===== config.mk =====
export PLATFORM = sky130hd
export DESIGN_NAME = microsequencer
export DESIGN_NICKNAME = d
export VERILOG_FILES = /design/src/rtl/microsequencer.sv
export SDC_FILE = /design/constraint.sdc
export NUM_CORES = 1
export LEC_CHECK = 0
export ABC_AREA = 1
export CAP_MARGIN = 30
export CORE_MARGIN = 1.5
export CORE_UTILIZATION = 35
export CTS_BUF_LIST = sky130_fd_sc_hd__clkbuf_16
export DETAILED_ROUTE_END_ITERATION = 10
export PLACE_DENSITY = 0.7
export SYNTH_ARGS = -nofsm -noshare
export SYNTH_HDL_FRONTEND = slang
export SYNTH_SLANG_ARGS = --single-unit

===== constraint.sdc =====
create_clock -name clk -period 1.15 [get_ports clk]
set_input_delay 0.23 -clock clk [delete_from_list [all_inputs] [get_ports clk]]
set_output_delay 0.23 -clock clk [all_outputs]
set_load 0.03 [all_outputs]

===== src/rtl/microsequencer.sv =====
// rtl/microsequencer.sv - microprogram sequencer: owns CAR, handles WMFC stalls/timeout, dispatch, END and HALT
module microsequencer #(
  parameter int SZ       = 24,
  parameter int N        = 7,
  parameter int OP_W     = 3,
  parameter int STRIDE   = 4,
  parameter int NUM_OPS  = 5,
  parameter int WMFC_BIT = 8,
  parameter int SEL_BIT  = 22,
  parameter int END_BIT  = SZ - 1,
  parameter int TIMEOUT  = 15
) (
  input  logic            clk,
  input  logic            rst,
  input  logic [SZ-1:0]   CBR,
  input  logic [OP_W-1:0] opcode,
  input  logic            MFC,
  input  logic            halt,
  output logic [N-1:0]    CAR,
  output logic            stalled,
  output logic            halted,
  output logic            illegal_op,
  output logic            bus_error,
  output logic [15:0]     retired
);

  localparam int WC = $clog2(TIMEOUT + 1);

  typedef enum logic {S_RUN, S_HALT} state_t;

  state_t        state_q, state_d;
  logic [N-1:0]  car_q, car_d;
  logic [WC-1:0] wcnt_q, wcnt_d;
  logic          ill_q, ill_d;
  logic          bus_q, bus_d;
  logic [15:0]   ret_q, ret_d;
  logic          stall_c;
  logic          wait_miss;

  assign wait_miss = CBR[WMFC_BIT] && !MFC;

  always_comb begin
    state_d = state_q;
    car_d   = car_q;
    wcnt_d  = '0;
    ill_d   = ill_q;
    bus_d   = bus_q;
    ret_d   = ret_q;
    stall_c = 1'b0;
    case (state_q)
      S_HALT: begin
        car_d = '0;
        if (!halt) state_d = S_RUN;
      end
      default: begin
        // Priority order: stall, timeout abort, end-of-routine, dispatch, step.
        if (wait_miss && (wcnt_q < WC'(TIMEOUT))) begin
          wcnt_d  = wcnt_q + WC'(1);
          stall_c = 1'b1;
        end else if (wait_miss) begin
          car_d = '0;
          bus_d = 1'b1;
        end else if (CBR[END_BIT]) begin
          ret_d = ret_q + 16'd1;
          car_d = '0;
          if (halt) state_d = S_HALT;
        end else if (CBR[SEL_BIT]) begin
          if (int'(opcode) < NUM_OPS) begin
            car_d = N'(int'(opcode) * STRIDE);
          end else begin
            car_d = '0;
            ill_d = 1'b1;
          end
        end else begin
          car_d = car_q + N'(1);
        end
      end
    endcase
  end

  always_ff @(posedge clk or posedge rst) begin
    if (rst) begin
      state_q <= S_RUN;
      car_q   <= '0;
      wcnt_q  <= '0;
      ill_q   <= 1'b0;
      bus_q   <= 1'b0;
      ret_q   <= '0;
    end else begin
      state_q <= state_d;
      car_q   <= car_d;
      wcnt_q  <= wcnt_d;
      ill_q   <= ill_d;
      bus_q   <= bus_d;
      ret_q   <= ret_d;
    end
  end

  // stalled is combinational so it drops in the same cycle MFC arrives.
  assign CAR        = car_q;
  assign stalled    = stall_c;
  assign halted     = (state_q == S_HALT);
  assign illegal_op = ill_q;
  assign bus_error  = bus_q;
  assign retired    = ret_q;

endmodule


Yosys cells after proc, flatten, opt, wreduce, memory -nomap -nowiden
Cells that the tools add are included.
{"block": "totals", "regBits": 30, "latch_bits": 0, "ram_bits": 0, "romBits": 0, "in_bits": 31, "memories": 0}
{"block": "classes", "addsub": 3, "multipliers": 0, "div_mod_pow": 0, "n_lt_le_gt_ge": 2, "n_eq_ne": 1, "shifts": 0, "mux": 15, "n_bitwise": 5, "reduce_logical": 6}
{"op": "2-to-1 mux 7 bit", "count": 5}
{"op": "adder 16 x 1 -> 16 bit (second input constant)", "count": 1}
{"op": "2-to-1 mux 4 bit", "count": 2}
{"op": "adder 7 x 1 -> 7 bit (second input constant)", "count": 1}
{"op": "2-to-1 mux 1 bit", "count": 7}
{"op": "AND reduction 6 bit", "count": 1}
{"op": "2-to-1 mux 5 bit", "count": 1}
{"op": "NOT 1 bit", "count": 5}
{"op": "adder 4 x 1 -> 4 bit (second input constant)", "count": 1}
{"op": "< comparator 4 bit (second input constant)", "count": 1}
{"op": "AND reduction 4 bit", "count": 1}
{"op": "< comparator 3 bit (second input constant)", "count": 1}
{"op": "AND reduction 3 bit", "count": 1}
{"op": "logical AND 1 bit", "count": 2}
{"op": "!= test 2 bit (second input constant)", "count": 1}
{"op": "zero test 1 bit", "count": 1}

Longest topological paths before layout
Gate-level depths: netlist of the first run.
{"block": "depth", "depth_word": 7, "mapped_depth": 8, "depth_no_buf": 8}

Worst setup path after synthesis of the first run
No wires, ideal clock.
{"block": "synth_path", "path_type": "register to register", "from": "register ret_q[2] (netlist: retired[2])", "to": "register ret_q[10] (netlist: retired[10])", "t_arrival_ns": 1.204, "setup_slack_ns": -0.188, "path_stages_with_launch": 7, "n_path_buf": 0, "synth_period_minus_slack_ns": 1.338, "path_cell_list": "dfrtp_1 -> nand2_2 -> nor2_4 -> nand2_4 -> nor2_8 -> nand2_2 -> xnor2_2"}
{"block": "synth_via", "elab_chain_cells": 1}
{"element": "start, declared", "line_no": "36", "text": "logic [15:0] ret_q, ret_d;"}
{"element": "start signal, assigned", "line_no": "95", "text": "ret_q <= ret_d;"}
{"element": "adder 16 x 1 -> 16 bit", "line_no": "64", "text": "ret_d = ret_q + 16'd1;"}
Every way passes these cells.
A chain may end at the register's enable or synchronous reset.

Worst setup path in the final report of the first run
{"block": "layout_path", "from": "register wcnt_q[0]", "to": "output stalled"}
{"block": "layout_via", "elab_chain_cells": 4}
{"element": "start, declared", "line_no": "33", "text": "logic [WC-1:0] wcnt_q, wcnt_d;"}
{"element": "start signal, assigned", "line_no": "92", "text": "wcnt_q <= wcnt_d;"}
{"element": "< comparator 4 bit", "line_no": "57", "text": "if (wait_miss && (wcnt_q < WC'(TIMEOUT))) begin"}
{"element": "logical AND 1 bit", "line_no": "57"}
{"element": "2-to-1 mux 1 bit", "line_no": "57"}
{"element": "2-to-1 mux 1 bit", "line_no": "50", "text": "case (state_q)"}
{"element": "end, declared", "line_no": "20", "text": "output logic stalled,"}
Every way passes these cells.

==> flow_summary.toml, run 1 <==
[run_status]
outcome = "finished, violations left"
violations = "setup timing"

[floorplanning]
pin_count = 58
dieArea_um2 = 4927
core_area_um2 = 4354
die_h_um = 70.20
initial_core_util = 0.3629
die-width_um = 70.20
rows = 24

[place]
placed_cells = 289
port_buffers = 36
hpwl_um = 2595
dp_slack_ps = -393.5
globalplace.congestion = 0.7558

[timing]
skew_ps = 5.134
slew_headroom = 0.7593
layout_min_cycle_time_ps = 1400
setup_tns_ps = -2929
setup_slack_ps = -250.4
max_freq_ghz = 0.7141
tightest_slew_ps = 360.4
whs_ps = 285.6
setup_viol = 28
hold_viol = 0
slew_violations = 0
rsz0062_at_grt = "true"
finalCritPeriodShare = 1.218

[clocking]
worstSkewPairLatency_ps = 280
root_buffer = "clkbuf_16"
clk_path_buf_depth = 2
cts_tree = "yes"
ctsHoldBuffers = 0
clock-sinks = 30
cts-htree-levels = 2
clk_pin_slew_worst_paths_ps = 50
numCtsBuffers = 5

[hold_path]
hp-class = "in -> async"

[yosys]
synth-seq-cells = 30
ys_seq_area_frac = 0.4751
synth_area_leader_cell = "dfrtp_1"
synth_nets = 219
yosysUniqueCellTypes = 28
avgSynthCellArea_um2 = 8.542
syn-cell-area_um2 = 1580
yosysTopAreaCellShare = 0.4751
synthCells = 185
synthTopCellsByArea = "dfrtp_1, nand2_1, inv_1, xor2_1, nor2_1"
yosysWarningCount = 0

[layout]
final_core_util = 0.5966
antenna_cells = 0
area.growth.synth_to_final_pct = 64.37
layout-drive-gt1-share = 0.5194
nets = 291
fin_cells = 310

[worst_setup_path]
setup.worst_path.class = "reg -> out"
reg2reg_from = "halted$_DFF_PP0_"
path_delay_family = "flip-flops"
crit_fanout = 2
path_buf_inv = 2
path_cells = "ha_2 -> nand3_2 -> nand2_2 -> inv_4 -> buf_6"
cp.arrival_ps = 1170
critical_path_required_ps = 920
cp-start-kind = "flip-flop"
critPathMaxStageDelay_ps = 380
crit_start = "wcnt_q[0]$_DFF_PP0_"
endpoint_kind = "output port"
slowest_stage = "dfrtp_1"

[route]
via_per_inst = 4.677
vias = 1450
post-route-drc-count = 0
final_antenna_net_count = 0
dr.pass1.iters = 4
wirelength_um = 3791
wl_per_cell_um = 12.23
drt_iter0_drc = 57

[power]
p_leak_uw = 0.001305
vdd_drop_max_v = 0.0007351
p_per_area_nw_per_um2 = 1489

[global_routing]
grt_overflow = 0
grt_max_degree = 31
grt_pass1_vias = 1440
grt_util_all_layers = 0.1635
antenna_found_initial = 0
grt_pass1_wl_um = 6313

[run]
maxCapViolCount = 0
[power by group]
group	leakage [uW]	switching (uW)	internal [uW]
sequential	0.000361	181	1210
clock	0.0000724	457	780
combinational	0.000872	694	543
[routing by layer]
metal | GRT usage | share of wire | vias to the layer above
met5 | 0 | 0 | -
met4 | 0.07265 | 0.018 | 0
met3 | 0.04618 | 0.034 | 5
met2 | 0.2656 | 0.51 | 23
met1 | 0.2022 | 0.43 | 692
li1 | - | - | 730
[metrics by stage]
| stage | area (um2) | power, uW |
|---|---|---|
| 6_report | 2597 | 3868 |
| 5_1_grt | 2597 | 4049 |
| 4_1_cts | 2437 | 3753 |
| 3_5_place_dp | 2135 | 2395 |
| 3_3_place_gp | 2135 | 2376 |
| 2_1_floorplan | 1644 | 1972 |
[logic make-up after synthesis]
logic type | after synthesis | synth area share
simple gates | 90 | 0.2850
compound gates | 19 | 0.07127
flops | 30 | 0.4751
buf+inv | 31 | 0.07363
xor+xnor | 12 | 0.07127
fa+ha+maj | 3 | 0.02376
[sequential cells by signal, summed over array words and instances (netlist names)]
name,flops
retired,16
bus_error,1
halted,1
wcnt_q,4
illegal_op,1
CAR,7
[synth_stat cells]
library cell and instances:
inv_1 28, nand2_2 6, a21boi_0 1, o21ai_0 5
nand4_1 4, nor3_1 2, nand2_1 42, dfrtp_1 30
nor2_4 2, nor2_1 15, a22o_1 1, o31ai_1 1
nand2_4 2, o22ai_1 3, nor2_8 1, o211ai_1 1
o21ai_1 2, xnor2_2 1, nor3_2 2, nand3_1 10
nor2_2 3, inv_2 3, nand3_2 1, o21bai_1 1
a21oi_1 4, ha_1 3, xnor2_1 2, xor2_1 9
[cell usage in the layout, fill, tap and decap left out, types with 2 or more instances in the layout]
| cell | instances |
|---|---|
| clkdlybuf4s50_1 | 6 |
| nand3_1 | 4 |
| o21ai_1 | 2 |
| nand2_2 | 13 |
| xor2_1 | 9 |
| a21oi_1 | 3 |
| nor2_4 | 7 |
| o21ai_0 | 4 |
| nand2_4 | 4 |
| dlymetal6s2s_1 | 2 |
| nor2_2 | 2 |
| nor3_4 | 2 |
| nand3_2 | 6 |
| ha_2 | 2 |
| clkbuf_16 | 5 |
| inv_4 | 3 |
| nand2_1 | 32 |
| buf_6 | 18 |
| buf_4 | 37 |
| dfrtp_2 | 18 |
| nand4_1 | 4 |
| inv_2 | 4 |
| dfrtp_1 | 12 |
| inv_1 | 24 |
| nor2_1 | 11 |
| o22ai_1 | 3 |
| xnor2_2 | 2 |
[timing repair]
item	in CTS	in global routing
resized for setup	29	35
endpoints found under the setup margin	25	33
gates cloned	0	0
pin swaps	18	16
buffers inserted	10	4
[final timing paths]
path / endpoint / slack [ps] / cells past startpoint
min in group clk: wcnt_q[2]$_DFF_PP0_ / 370 / 5
worst max register to register: retired[7]$_DFFE_PP0P_ / -240 / 6
worst min register to register: bus_error$_DFFE_PP0P_ / 490 / 1
max in group asynchronous: retired[1]$_DFFE_PP0P_ / 680 / 3
worst min-delay path: CAR[2]$_DFFE_PP0N_ / 290 / 3
worst max-delay path: stalled / -250 / 5
[worst min-delay path, delay by kind of cell]
kind | cells | cell delay (ps)
buffers and inverters | 3 | 680
[cell type report]
class,count,area [um2]
fillers,377,1757
multi-input cells,124,898.4
flip-flops and latches,30,773.2
repair buffers,65,594.3
inverters,31,128.9
clock buffers,5,125.1
well taps,52,65.06
clock inverters,3,12.51
No activity file was read; power rests on OpenSTA's default activity.
==> inputs of run 2 (changes only) <==
- CAP_MARGIN: 30 -> unset
==> results of run 2 <==
Same layout as run 1: the final DEF is identical, and so are final timing and power.
==> inputs of run 3 (changes only) <==
- PLACE_DENSITY: 0.7 -> unset
- PLACE_DENSITY_LB_ADDON: unset -> 0.05
- clock period: 1.15 -> 1.2 ns (I/O delays scaled with it)
==> flow_summary.toml, run 3 (same netlist as run 1, synthesis figures left out) <==
[floorplanning]
rows = 24
core_area_um2 = 4354
pin_count = 58
die_h_um = 70.20
die-width_um = 70.20
dieArea_um2 = 4927
initial_core_util = 0.3629

[route]
wirelength_um = 3796
wl_per_cell_um = 12.32
drt_iter0_drc = 44
dr.pass1.iters = 6
vias = 1424
via_per_inst = 4.623
final_antenna_net_count = 0
post-route-drc-count = 0

[worst_setup_path]
r2r_cells = 6
critical_path_required_ps = 960
path_cells = "ha_2 -> nand3_2 -> nand2_4 -> inv_4 -> buf_6"
slowest_stage = "dfrtp_1"
path_delay_family = "flip-flops"
reg2reg_from = "halted$_DFF_PP0_"
worstReg2RegEnd = "retired[15]$_DFFE_PP0P_"
cp-start-kind = "flip-flop"
setup.worst_path.class = "reg -> out"
critPathMaxStageDelay_ps = 390
cp.arrival_ps = 1180
endpoint_kind = "output port"
crit_fanout = 2
path_buf_inv = 2
rrSetupSlack_ps = -60

[global_routing]
antenna_found_initial = 0
grt_overflow = 0
grt_use_met3 = 0.03896
grt_pass1_wl_um = 6506
grtUsageMet1 = 0.2188
grt_pass1_vias = 1415
grtUsageMet2 = 0.2688
grt_util_all_layers = 0.1681
grt_busiest_layer = "met2"
grt_max_degree = 31

[clocking]
root_buffer = "clkbuf_16"
cts-htree-levels = 2
clock-sinks = 30
ctsHoldBuffers = 0
clk_path_buf_depth = 2
numCtsBuffers = 5
clk_pin_slew_worst_paths_ps = 50
worstSkewPairLatency_ps = 270
cts_tree = "yes"

[timing]
rsz0062_at_grt = "true"
finalCritPeriodShare = 1.184
hold_viol = 0
setup_viol = 12
slew_headroom = 0.7813
slew_violations = 0
tightest_slew_ps = 325.6
setup_slack_ps = -221.1
setup_tns_ps = -692.5
max_freq_ghz = 0.7037
whs_ps = 315.3
skew_ps = 1.993
layout_min_cycle_time_ps = 1421

[layout]
layout-drive-gt1-share = 0.4805
fin_cells = 308
mostFrequentLayoutCells = "buf_4, nand2_1, inv_1"
final_core_util = 0.5782
layout_commonest_cell = "buf_4"
largest_register_ffs = 16
fillCellCount = 388
nets = 289
antenna_cells = 0
area.growth.synth_to_final_pct = 59.30

[hold_path]
hp-class = "in -> async"

[place]
placed_cells = 284
port_buffers = 36
globalplace.congestion = 0.7488
hpwl_um = 2539

[power]
p_leak_uw = 0.001241
p_per_area_nw_per_um2 = 1484
vdd_drop_max_v = 0.0007041

[run]
maxCapViolCount = 0

[run_status]
outcome = "finished, violations left"
violations = "setup timing"
==> run 3: area by class of cell <==
| class | instances | area, um2 | area share |
|---|---|---|---|
| Tap cell | 52 | 65.06 | 0.02584 |
| Clock inverter | 3 | 40.04 | 0.01590 |
| Timing Repair Buffer | 63 | 545.5 | 0.2167 |
| Clock buffer | 5 | 125.1 | 0.04970 |
| Multi-Input combinational cell | 124 | 850.8 | 0.3380 |
| Inverter | 31 | 121.4 | 0.04821 |
| Sequential cell | 30 | 769.5 | 0.3057 |
==> run 3: power breakdown <==
part           leakage, uW  switching [uW]  internal (uW)
clock            0.0000836             430            969
combinational     0.000793             600            415
sequential        0.000365             163           1160
==> run 3: worst max-delay path by stage <==
stage | startpoint | endpoint | depth (start not counted)
final | wcnt_q[1]$_DFF_PP0_ | stalled | 5
after global routing | wcnt_q[1]$_DFF_PP0_ | stalled | 5
after CTS | wcnt_q[0]$_DFF_PP0_ | stalled | 5
after detailed placement | CBR[23] | retired[11]$_DFFE_PP0P_ | 7
after global placement | CBR[23] | retired[10]$_DFFE_PP0P_ | 7
after floorplan | halted$_DFF_PP0_ | retired[10]$_DFFE_PP0P_ | 5
==> run 3: per-layer routing <==
metal | up-vias | share of wire
met5 | - | 0
met4 | 0 | 0.013
met3 | 6 | 0.040
met2 | 34 | 0.50
met1 | 656 | 0.44
li1 | 728 | -
==> run 3: timing repair <==
item / 4_1_cts / 5_1_grt
resized for setup: 24 / 24
endpoints found under the setup margin: 18 / 26
pin swaps: 11 / 9
buffers inserted: 8 / 8
==> run 3: through the flow <==
stage / total power, uW / instance area, um2 / setup WS [ps]
floorplan: 1888 / 1625 / -17.90
global placement: 2238 / 2078 / -361.2
detailed placement: 2259 / 2078 / -382.0
CTS: 3740 / 2384 / -213.9
global route: 3925 / 2517 / -262.3
finish: 3737 / 2517 / -221.1
==> run 3: worst min-delay path: cells and delay by family <==
family                 cells  cell delay (ps)
buffers and inverters      3              690
